## src/rtl/note_seq_pkg.sv

```systemverilog
// note_seq_pkg
// Shared definitions for the note sequencer: FSM state encoding and the
// widths of the lane pattern, song ROM address and beat index.
package note_seq_pkg;

  localparam int LANE_W      = 4;   // lanes per beat pattern
  localparam int SONG_ADDR_W = 13;  // song ROM address width
  localparam int BEAT_IDX_W  = 8;   // beat index width (0..255)

  typedef enum logic [2:0] {
    ST_IDLE  = 3'd0,
    ST_FETCH = 3'd1,
    ST_LATCH = 3'd2,
    ST_HOLD  = 3'd3,
    ST_DONE  = 3'd4
  } state_e;

endpackage

```

## src/rtl/note_sequencer_beat_timer.sv

```systemverilog
// beat_timer
// Counts clock cycles within one beat. The count is cleared by clr_i,
// advances by one per cycle while en_i is high, and saturates at
// BEAT_CYCLES-1 so it can never leave its legal range.
// Ports:
//   clk      - clock, rising edge
//   reset_n  - asynchronous active-low reset
//   clr_i    - synchronous clear (wins over en_i)
//   en_i     - count enable (deasserted while playback is paused)
//   tc_o     - terminal count: count == BEAT_CYCLES-1
module beat_timer #(
  parameter  int BEAT_CYCLES = 12500000,
  localparam int CNT_W       = $clog2(BEAT_CYCLES)
) (
  input  logic clk,
  input  logic reset_n,
  input  logic clr_i,
  input  logic en_i,
  output logic tc_o
);

  logic [CNT_W-1:0] count_q;
  logic [CNT_W-1:0] count_d;

  assign tc_o = (count_q == CNT_W'(BEAT_CYCLES - 1));

  always_comb begin
    count_d = count_q;
    if (clr_i) begin
      count_d = '0;
    end else if (en_i && !tc_o) begin
      count_d = count_q + CNT_W'(1);
    end
  end

  always_ff @(posedge clk or negedge reset_n) begin
    if (!reset_n) begin
      count_q <= '0;
    end else begin
      count_q <= count_d;
    end
  end

endmodule

```

## src/rtl/note_sequencer.sv

```systemverilog
// note_sequencer
// Steps through a song stored in an external ROM, one lane pattern per beat.
// Each beat runs FETCH (address presented) -> LATCH (ROM data arrives and is
// captured) -> HOLD (remaining cycles of the beat). After beat LAST_BEAT the
// FSM passes through DONE for one cycle and returns to IDLE.
// Ports:
//   clk         - clock, rising edge
//   reset_n     - asynchronous active-low reset
//   start       - begin playback from beat 0 (honoured only in IDLE)
//   stop        - abort playback, clears beat index and lanes
//   pause       - level; freezes FSM, timer, beat index and lanes
//   rom_addr    - song ROM address, {5'b0, beat_idx}
//   rom_data    - ROM lane pattern, valid one cycle after rom_addr
//   note_valid  - one-cycle pulse in the first HOLD cycle of each beat
//   note_lanes  - lane pattern of the current beat
//   beat_idx    - current beat index
//   busy        - high whenever not IDLE
//   done        - one-cycle pulse after the final beat
module note_sequencer
  import note_seq_pkg::*;
#(
  parameter int BEAT_CYCLES = 12500000,
  parameter int LAST_BEAT   = 231
) (
  input  logic                   clk,
  input  logic                   reset_n,
  input  logic                   start,
  input  logic                   stop,
  input  logic                   pause,
  output logic [SONG_ADDR_W-1:0] rom_addr,
  input  logic [LANE_W-1:0]      rom_data,
  output logic                   note_valid,
  output logic [LANE_W-1:0]      note_lanes,
  output logic [BEAT_IDX_W-1:0]  beat_idx,
  output logic                   busy,
  output logic                   done
);

  state_e                  state_q, state_d;
  logic [BEAT_IDX_W-1:0]   beat_idx_q, beat_idx_d;
  logic [LANE_W-1:0]       note_lanes_q, note_lanes_d;
  logic                    note_valid_q, note_valid_d;

  logic timer_clr;
  logic timer_en;
  logic timer_tc;
  logic in_play;
  logic last_beat;
  logic beat_end;

  assign in_play   = (state_q == ST_FETCH) || (state_q == ST_LATCH) ||
                     (state_q == ST_HOLD);
  assign last_beat = (beat_idx_q == BEAT_IDX_W'(LAST_BEAT));
  // Final cycle of an unpaused beat: the timer is at BEAT_CYCLES-1 in HOLD.
  assign beat_end  = (state_q == ST_HOLD) && !pause && timer_tc;

  // The timer is held at zero outside playback and restarted at every beat
  // boundary, so FETCH always sees 0 and LATCH sees 1.
  assign timer_clr = stop || !in_play || beat_end;
  assign timer_en  = in_play && !pause;

  beat_timer #(
    .BEAT_CYCLES (BEAT_CYCLES)
  ) u_beat_timer (
    .clk     (clk),
    .reset_n (reset_n),
    .clr_i   (timer_clr),
    .en_i    (timer_en),
    .tc_o    (timer_tc)
  );

  // State register
  always_ff @(posedge clk or negedge reset_n) begin
    if (!reset_n) begin
      state_q <= ST_IDLE;
    end else begin
      state_q <= state_d;
    end
  end

  // Next-state logic: stop beats pause, pause beats everything else.
  always_comb begin
    state_d = state_q;
    unique case (state_q)
      ST_IDLE: begin
        if (start && !stop) state_d = ST_FETCH;
      end
      ST_FETCH: begin
        if (stop)        state_d = ST_IDLE;
        else if (!pause) state_d = ST_LATCH;
      end
      ST_LATCH: begin
        if (stop)        state_d = ST_IDLE;
        else if (!pause) state_d = ST_HOLD;
      end
      ST_HOLD: begin
        if (stop)          state_d = ST_IDLE;
        else if (beat_end) state_d = last_beat ? ST_DONE : ST_FETCH;
      end
      ST_DONE: begin
        state_d = ST_IDLE;
      end
      default: begin
        state_d = ST_IDLE;
      end
    endcase
  end

  // Datapath next-state
  always_comb begin
    beat_idx_d   = beat_idx_q;
    note_lanes_d = note_lanes_q;
    if (state_q != ST_IDLE && stop) begin
      beat_idx_d   = '0;
      note_lanes_d = '0;
    end else begin
      if (state_q == ST_IDLE && start) begin
        beat_idx_d = '0;
      end
      if (state_q == ST_LATCH && !pause) begin
        note_lanes_d = rom_data;
      end
      if (beat_end && !last_beat) begin
        beat_idx_d = beat_idx_q + BEAT_IDX_W'(1);
      end
    end
  end

  // The pulse is tied to the LATCH->HOLD transition, so it appears exactly
  // once per beat in the first HOLD cycle regardless of later pausing.
  assign note_valid_d = (state_q == ST_LATCH) && (state_d == ST_HOLD);

  always_ff @(posedge clk or negedge reset_n) begin
    if (!reset_n) begin
      beat_idx_q   <= '0;
      note_lanes_q <= '0;
      note_valid_q <= 1'b0;
    end else begin
      beat_idx_q   <= beat_idx_d;
      note_lanes_q <= note_lanes_d;
      note_valid_q <= note_valid_d;
    end
  end

  // Output logic
  always_comb begin
    busy       = (state_q != ST_IDLE);
    done       = (state_q == ST_DONE);
    beat_idx   = beat_idx_q;
    note_lanes = note_lanes_q;
    note_valid = note_valid_q;
    rom_addr   = {{(SONG_ADDR_W - BEAT_IDX_W){1'b0}}, beat_idx_q};
  end

endmodule

```

## config.mk

```make
export PLATFORM = sky130hd
export DESIGN_NAME = note_sequencer
export DESIGN_NICKNAME = d
export VERILOG_FILES = /design/src/rtl/note_seq_pkg.sv /design/src/rtl/note_sequencer_beat_timer.sv /design/src/rtl/note_sequencer.sv
export SDC_FILE = /design/constraint.sdc
export NUM_CORES = 1
export LEC_CHECK = 0
export ABC_AREA = 1
export ABC_CLOCK_PERIOD_IN_PS = 2600
export BUFFER_PORTS_ARGS = -buffer_cell sky130_fd_sc_hd__buf_2
export CAP_MARGIN = 0
export CORE_MARGIN = 2
export CORE_UTILIZATION = 52
export CTS_CLUSTER_DIAMETER = 150
export DETAILED_ROUTE_END_ITERATION = 7
export HOLD_SLACK_MARGIN = 0.06
export PLACE_DENSITY = 0.84
export SETUP_SLACK_MARGIN = 0.1
export SYNTH_ARGS = -nofsm -noshare
export SYNTH_HDL_FRONTEND = slang
export SYNTH_HIERARCHICAL = 1
export SYNTH_SLANG_ARGS = --single-unit
```

## constraint.sdc

```tcl
create_clock -name clk -period 2.6 [get_ports clk]
set_input_delay 0.52 -clock clk [delete_from_list [all_inputs] [get_ports clk]]
set_output_delay 0.52 -clock clk [all_outputs]
set_load 0.1 [all_outputs]
```

==> impl_metrics.yaml, run 1 <==
outcome:
  status: "complete, no violations"
placement:
  port_buffers: 31
  gp_congestion: 0.974
  place.detailed.hpwl_um: 4570
timing:
  finalHoldViolCount: 0
  setup_viol: 0
  min_period_over_period_pct: 85.5
  tightestPinTransition_ns: 0.882
  clock.fmax_mhz: 450
  slew_headroom_pct: 41.2
  finalSetupTns_ns: 0
  rsz0062_at_grt: "false"
  final-max-slew-violation-count: 0
  skew_ns: 0.00499
  finalCriticalPeriod_ns: 2.22
global_route:
  grt_max_degree: 41
  grt_pass1_wl_um: 11000
  grt_overflow_total: 0
  grt_use_total_pct: 22.8
  antenna_found_initial: 0
  grt_pass1_vias: 2479
route:
  routed_wl_um: 6240
  ant_nets: 0
  vias: 2647
  vias_per_cell: 5.13
  post_drt_wl_per_cell_um: 12.1
  drc: 0
  dr.first_iter.drc_count: 261
  dr.pass1.iters: 5
clock_network:
  cts_tree: "done"
  root_buffer: "clkbuf_8"
  clkSlewWorstSetupHoldPaths_ns: 0.08
  cts_sinks: 40
  h-tree-depth: 2
  cts_buffer_depth: 2
  cts_buffers: 5
  post_cts_resized: 0
  postCtsHoldBufs: 0
  cts_setup_buffers: 0
  worstSkewPairLatency_ns: 0.29
logic_synthesis:
  synth_area_leaders: "dfrtp_1 36%, nand2_1 19%, nor2_1 8.8%"
  async_flop_share_pct: 100
  synth_top_area_share_pct: 36.0
  syn_avg_cell_area_um2: 6.65
  synthMostInstantiatedCell: "nand2_1"
  ys_warn_count: 6
  synth-main-ff-cell: "dfrtp_1"
  syn_area_mm2: 0.00278
  synth_edf_count: 0
  yosysSeqAreaShare_pct: 36.0
  syn_inst: 418
  ys_seq_elements: 40
  synth_cell_types: 32
  synth_common_cells: "137 x nand2_1, 65 x nor2_1, 40 x dfrtp_1, 39 x inv_1, 29 x nand3_1"
  synth_top_area_cell: "dfrtp_1"
worst_setup_path:
  cp_max_fo: 16
  start_kind: "flip-flop"
  critPathKind: "flip-flop to flip-flop"
  required_ns: 2.78
  worstRegToRegCells: 16
  worst_setup_path_end_kind: "flip-flop"
  worst-endpoint-arrival_ns: 2.41
die:
  io_pins: 37
  die_h_um: 77.1
  start_util_pct: 54.0
  rows: 26
  core_area_mm2: 0.00514
  dieArea_mm2: 0.00594
  dieWidth_um: 77.1
pwr:
  p_leak_nw: 1.56
  power_density_mw_per_mm2: 497
  vdd_drop_max_mv: 0.381
  p_total_mw: 1.52
finish:
  n_antenna_cell: 0
  fin_util_pct: 59.4
  nNetsFinal: 456
  syn2layout_area_growth_pct: 9.86
  drive_above_1_share_pct: 17.0
run:
  maxCapViolations: 0
worst_hold_path:
  hold_path.class: "primary input to async pin"
==> critical path, cell delays in order (launching register included) <==
cell      delay (ns)
dfrtp_1         0.38
ha_1            0.23
nand2_2         0.09
inv_2           0.07
nand2_2         0.07
nor2_4          0.10
nand3_4         0.13
inv_1           0.08
nand2_1         0.10
inv_1           0.08
nand2_1         0.07
nand4_1         0.10
inv_1           0.09
nand2_4         0.18
clkinv_4        0.17
nand2_1         0.11
nand2_1         0.06
==> cell usage in the layout (no fill, tap or decap), drive strengths merged <==
cell    count
nand2     151
nor2       73
inv        49
dfrtp      40
buf        34
nand3      30
nand4      18
o21ai      14
clkbuf      7
xor2        6
nor3        5
conb        5
o21bai      3
clkinv      3
ha          2
a21oi       1
a211oi      1
nand3b      1
bufinv      1
xnor2       1
and2        1
==> per-layer routing <==
layer  global-route usage [%]  wire length (um)  vias up
met5                        0                 0        -
met4                     8.39                99        0
met3                     4.24               267       12
met2                     38.2              2970       73
met1                     29.4              2910     1223
li1                         -                 -     1339
==> flip-flops by register name, summed over array words and instances (netlist names) <==
register              cells
note_valid                1
state_q                   3
beat_idx                  8
note_lanes                4
u_beat_timer/count_q     24
==> cell type report <==
class	instances	area, um^2
clock buffers	7	96.3
clock inverters	1	30.0
fillers	483	2090
inverters	52	200
multi-input cells	312	1460
flip-flops and latches	40	1000
well taps	70	87.6
repair buffers	34	178
==> cells by family (layout without fill, tap and decap cells) <==
family	after synthesis	in the layout	synth area share, %
AND/OR/NAND/NOR	279	279	45.0
buffers and inverters	70	94	12.0
flip-flops	40	40	36.0
AO/OA/AOI/OAI	19	19	3.78
XOR/XNOR	7	7	2.21
adder cells (fa/ha/maj)	2	2	0.901
other	1	5	0.135
==> final timing paths <==
check | from | endpoint | slack (ns)
min in group clk | pause | note_valid$_DFF_PN0_ | 0.44
setup / recovery | u_beat_timer/count_q[1]$_DFFE_PN0P_ | u_beat_timer/count_q[6]$_DFFE_PN0P_ | 0.38
hold reg to reg | note_lanes[2]$_DFFE_PN0P_ | note_lanes[2]$_DFFE_PN0P_ | 0.51
hold / removal | reset_n | u_beat_timer/count_q[21]$_DFFE_PN0P_ | 0.34
setup reg to reg | u_beat_timer/count_q[1]$_DFFE_PN0P_ | u_beat_timer/count_q[6]$_DFFE_PN0P_ | 0.38
max in group asynchronous | reset_n | beat_idx[7]$_DFFE_PN0P_ | 1.71
==> per-stage QoR <==
stage / area (um^2) / setup WS [ns] / cells / hold WS [ns]
after floorplan: 2790 / 0.174 / 422 / 0.224
after global placement: 2930 / 0.581 / 508 / 0.479
after detailed placement: 2930 / 0.452 / 508 / 0.502
after CTS: 3050 / 0.373 / 516 / 0.374
after global routing: 3050 / 0.138 / 516 / 0.440
final: 3050 / 0.376 / 516 / 0.344
==> power breakdown <==
group          switching [mW]  internal, mW
Combinational           0.259        0.0481
Sequential             0.0115         0.639
Clock                   0.219         0.339
Total                   0.490          1.03
No activity file was read; power rests on OpenSTA's default activity.
==> run 2, diff against run 1 <==
- CORE_UTILIZATION: 52 -> 58
- PLACE_DENSITY: 0.84 -> 0.91
==> run 2 against run 1 <==
Net effect:
- final area fell by 2.1%
- setup slack barely moved
- combinational power barely moved
- non-clock buffer count did not move
- maximum frequency barely moved
- via count rose by 1.7%
- die area fell by 9.8%
- core utilization rose by 4.7 points
- largest cell class unchanged
==> impl_metrics.yaml, run 2 (same netlist as run 1, synthesis figures left out) <==
outcome:
  status: "complete, no violations"
finish:
  drive_above_1_share_pct: 16.9
  final_cell_mix: "137 x nand2_1, 65 x nor2_1, 40 x dfrtp_1"
  syn2layout_area_growth_pct: 7.52
  final_area_mm2: 0.00299
  n_antenna_cell: 0
  fin_util_pct: 64.1
  largest_register_ffs: 24
  final_common_cell: "nand2_1"
  fin_cells: 499
  regMostFlops: "u_beat_timer/count_q"
  nNetsFinal: 456
run:
  maxCapViolations: 0
placement:
  port_buffers: 31
  place.detailed.hpwl_um: 4620
  gp_congestion: 0.937
  placed_cells: 492
  pre_cts_ws_ns: 0.447
  place_area_mm2: 0.00291
worst_hold_path:
  hold_path.class: "primary input to async pin"
global_route:
  grt_pass1_wl_um: 10600
  grt_overflow_total: 0
  grt_max_degree: 41
  antenna_found_initial: 0
  grt_use_total_pct: 25.3
  grt_pass1_vias: 2484
die:
  core_area_mm2: 0.00466
  die_h_um: 73.2
  dieWidth_um: 73.2
  io_pins: 37
  start_util_pct: 59.6
  dieArea_mm2: 0.00536
  rows: 25
pwr:
  p_total_mw: 1.36
  power_density_mw_per_mm2: 454
  p_leak_nw: 1.54
  pwr-share-comb_pct: 22.6
  power_switching_mw: 0.487
  p_sw_share_pct: 35.9
  vdd_drop_max_mv: 0.403
  p_seq_share_pct: 48.0
  p_int_mw: 0.869
  clkPwrFrac_pct: 29.3
route:
  vias: 2692
  routed_wl_um: 6240
  vias_per_cell: 5.39
  dr.pass1.iters: 5
  dr.first_iter.drc_count: 217
  drc: 0
  ant_nets: 0
  post_drt_wl_per_cell_um: 12.5
worst_setup_path:
  cpLargestDelayFamily: "simple AND/OR/NAND/NOR gates"
  worstRegToRegCells: 14
  path_cells: "nor2_1 -> nand2_1 -> nor2_2 -> nand3_4 -> inv_1 -> nand2_1 -> inv_1 -> nand2_1 -> nand4_1 -> inv_1 -> nand2_4 -> clkinv_4 -> nand2_1 -> nand2_1"
  critical_path_cell_count: 14
  cpMaxStageDelayCell: "dfrtp_1"
  start_kind: "flip-flop"
  cpMostUsedCell: "nand2_1"
  max_stage_delay_ns: 0.47
  required_ns: 2.78
  cp_max_fo: 16
  worst-endpoint-arrival_ns: 2.40
  rr_startpoint: "u_beat_timer/count_q[8]$_DFFE_PN0P_"
  worst_setup_path_end_kind: "flip-flop"
  path_buf_inv: 4
  startpoint: "u_beat_timer/count_q[8]$_DFFE_PN0P_"
  critPathKind: "flip-flop to flip-flop"
timing:
  finalCriticalPeriod_ns: 2.22
  skew_ns: 0.00814
  clock.fmax_mhz: 450
  rsz0062_at_grt: "false"
  setup_viol: 0
  final-max-slew-violation-count: 0
  finalSetupTns_ns: 0
  hold_ws_ns: 0.338
  tightestPinTransition_ns: 0.873
  min_period_over_period_pct: 85.5
  layout_setup_ws_ns: 0.376
  slew_headroom_pct: 41.8
  finalHoldViolCount: 0
clock_network:
  cts_buffer_depth: 2
  cts_sinks: 40
  cts_setup_buffers: 0
  postCtsHoldBufs: 0
  cts_tree: "done"
  h-tree-depth: 2
  cts_buffers: 5
  root_buffer: "clkbuf_8"
  clkSlewWorstSetupHoldPaths_ns: 0.08
  post_cts_resized: 0
  worstSkewPairLatency_ns: 0.29
-- run 2: cell types whose count changed in the layout (fill, tap and decap cells not counted), sizes merged --
cell / before / now
bufinv: 1 / 0
clkbuf: 7 / 5
clkinv: 3 / 4
clkinvlp: 0 / 1
-- run 2: final cells by class --
class | instances | area, um^2
Clock inverter | 2 | 12.5
Sequential cell | 40 | 1000
Clock buffer | 5 | 68.8
Tap cell | 54 | 67.6
Fill cell | 392 | 1670
Multi-Input combinational cell | 312 | 1460
Inverter | 52 | 200
Timing Repair Buffer | 34 | 178
-- run 2: final timing paths --
path	end	slack [ns]
worst max-delay path	u_beat_timer/count_q[1]$_DFFE_PN0P_	0.38
worst min-delay path	u_beat_timer/count_q[12]$_DFFE_PN0P_	0.34
worst max register to register	u_beat_timer/count_q[1]$_DFFE_PN0P_	0.38
worst min register to register	note_lanes[2]$_DFFE_PN0P_	0.51
max in group asynchronous	u_beat_timer/count_q[18]$_DFFE_PN0P_	1.71
min in group clk	note_valid$_DFF_PN0_	0.45
-- run 2: power groups by stage --
stage                     sequential (mW)  clock [mW]  combinational, mW
after floorplan                     0.769           0              0.148
after global routing                0.654       0.434              0.328
after global placement              0.662           0              0.303
after detailed placement            0.663           0              0.308
final                               0.651       0.398              0.307
after CTS                           0.651       0.410              0.308
-- run 2: routing by layer --
| metal | up-vias | routed length, um | global-route usage [%] |
|---|---|---|---|
| met4 | 0 | 147 | 11.1 |
| met1 | 1229 | 2530 | 30.7 |
| met3 | 16 | 407 | 4.14 |
| met5 | - | 0 | 0 |
| met2 | 111 | 3160 | 43.9 |
| li1 | 1336 | - | - |
==> run 3, diff against run 2 <==
- RECOVER_POWER: unset -> 100
- SKIP_CTS_REPAIR_TIMING: unset -> 1
==> run 3 against run 2 <==
Net effect:
- flip-flop and latch count unchanged
- clock power about the same
- combinational power down 2%
- global-route usage unchanged
- sequential share of layout area up 0.53 points
- sequential power about the same
- clock skew down 0.00050 ns
- register-to-register slack worse by 0.06 ns
- critical path depth up 2
- critical endpoint unchanged
- largest power group unchanged
==> impl_metrics.yaml, run 3 (same netlist as run 1, synthesis figures left out) <==
outcome:
  status: "complete, no violations"
route:
  routed_wl_um: 6250
  vias_per_cell: 5.33
  drc: 0
  dr.first_iter.drc_count: 189
  vias: 2660
  dr.pass1.iters: 5
  ant_nets: 0
  post_drt_wl_per_cell_um: 12.5
run:
  maxCapViolations: 0
finish:
  final_common_cell: "nand2_1"
  regMostFlops: "u_beat_timer/count_q"
  fin_util_pct: 63.1
  multi_input_comb_area_mm2: 0.00145
  syn2layout_area_growth_pct: 5.86
  n_antenna_cell: 0
  final_cell_mix: "141 x nand2_1, 66 x nor2_1, 42 x inv_1"
  num-fill-cells: 410
  nNetsFinal: 456
  seq_area_mm2: 0.00100
  drive_above_1_share_pct: 10.3
  largest_register_ffs: 24
die:
  rows: 25
  die_h_um: 73.2
  dieWidth_um: 73.2
  io_pins: 37
  core_area_mm2: 0.00466
  dieArea_mm2: 0.00536
  start_util_pct: 59.6
worst_setup_path:
  start_kind: "flip-flop"
  cp_max_fo: 16
  r2r_slack_ns: 0.32
  worstReg2RegEnd: "u_beat_timer/count_q[1]$_DFFE_PN0P_"
  crit_path_end: "u_beat_timer/count_q[1]$_DFFE_PN0P_"
  startpoint: "u_beat_timer/count_q[0]$_DFFE_PN0P_"
  required_ns: 2.83
  worstRegToRegCells: 16
  worst-endpoint-arrival_ns: 2.51
  critPathKind: "flip-flop to flip-flop"
  rr_startpoint: "u_beat_timer/count_q[0]$_DFFE_PN0P_"
  worst_setup_path_end_kind: "flip-flop"
timing:
  clock.fmax_mhz: 438
  slew_headroom_pct: 21.8
  finalCriticalPeriod_ns: 2.28
  final-max-slew-violation-count: 0
  finalSetupTns_ns: 0
  min_period_over_period_pct: 87.8
  finalHoldViolCount: 0
  tightestPinTransition_ns: 1.18
  rsz0062_at_grt: "false"
  setup_viol: 0
  hold_ws_ns: 0.375
  skew_ns: 0.00764
clock_network:
  cts_tree: "done"
  root_buffer: "clkbuf_8"
  clkSlewWorstSetupHoldPaths_ns: 0.08
  worstSkewPairLatency_ns: 0.29
  cts_sinks: 40
  h-tree-depth: 2
  cts_buffers: 5
  cts_buffer_depth: 2
pwr:
  clkPwrFrac_pct: 29.4
  p_int_mw: 0.863
  p_total_mw: 1.35
  p_sw_share_pct: 36.0
  vdd_drop_max_mv: 0.405
  power_switching_mw: 0.485
  p_leak_nw: 1.45
  pwr-share-comb_pct: 22.2
  power_density_mw_per_mm2: 458
  p_seq_share_pct: 48.3
worst_hold_path:
  hold_path.class: "primary input to async pin"
global_route:
  grt_max_degree: 41
  grt_pass1_wl_um: 10600
  grt_overflow_total: 0
  grt_use_total_pct: 25.3
  antenna_found_initial: 0
  grt_pass1_vias: 2484
placement:
  gp_congestion: 0.937
  place.detailed.hpwl_um: 4620
  port_buffers: 31
## run 3: changes by cell type in the layout (fill, tap and decap cells not counted), sizes merged
cell    previous run  this run
clkinv             4         3
inv               49        50
clkbuf             5        30
buf               34         9
## run 3: worst max-delay path, stage by stage (launching register included)
cell and delay (ns):
dfrtp_1 0.39, ha_1 0.24, nand2_1 0.12, inv_1 0.07, nand2_1 0.12, nor2_4 0.05
nand3_4 0.12, inv_1 0.05, nand2_1 0.10, inv_1 0.05, nand2_1 0.08, nand4_1 0.11
inv_1 0.15, nand2_4 0.14, inv_2 0.26, nand2_1 0.10, nand2_1 0.08
## run 3: how the worst min path moves through the flow
stage	from	to	slack, ns
floorplan	reset_n	beat_idx[0]$_DFFE_PN0P_	0.22
global placement	u_beat_timer/count_q[1]$_DFFE_PN0P_	u_beat_timer/count_q[1]$_DFFE_PN0P_	0.48
detailed placement	note_lanes[2]$_DFFE_PN0P_	note_lanes[2]$_DFFE_PN0P_	0.50
CTS	reset_n	u_beat_timer/count_q[12]$_DFFE_PN0P_	0.38
global route	pause	note_valid$_DFF_PN0_	0.44
finish	reset_n	u_beat_timer/count_q[12]$_DFFE_PN0P_	0.37
## run 3: through the flow
| step | instance area [um^2] | instances | setup WS, ns |
|---|---|---|---|
| finish | 2940 | 499 | 0.316 |
| floorplan | 2790 | 422 | 0.174 |
| global placement | 2910 | 492 | 0.570 |
| CTS | 2990 | 499 | 0.426 |
| global route | 2940 | 499 | 0.119 |
| detailed placement | 2910 | 492 | 0.447 |
## run 3: metal layers
metal  track usage, %  up-vias  part of all wire [%]
met5                0        -                     0
met4             11.1        0                   1.6
met3             4.14       10                   4.9
met2             43.9       82                    52
met1             30.7     1236                    42
li1                 -     1332                     -
## run 3: cell type report
class                   count  area share (%)
clock buffers               5            2.34
clock inverters             2           0.426
inverters                  52            6.64
multi-input cells         312            49.2
flip-flops and latches     40            34.0
well taps                  54            2.30
repair buffers             34            5.06
## run 3: power by group through the flow
stage	clock network, mW	registers [mW]	logic, mW
final	0.397	0.652	0.300
after global routing	0.434	0.655	0.320
after CTS	0.410	0.651	0.308
after detailed placement	0	0.663	0.308
after global placement	0	0.662	0.303
after floorplan	0	0.769	0.148
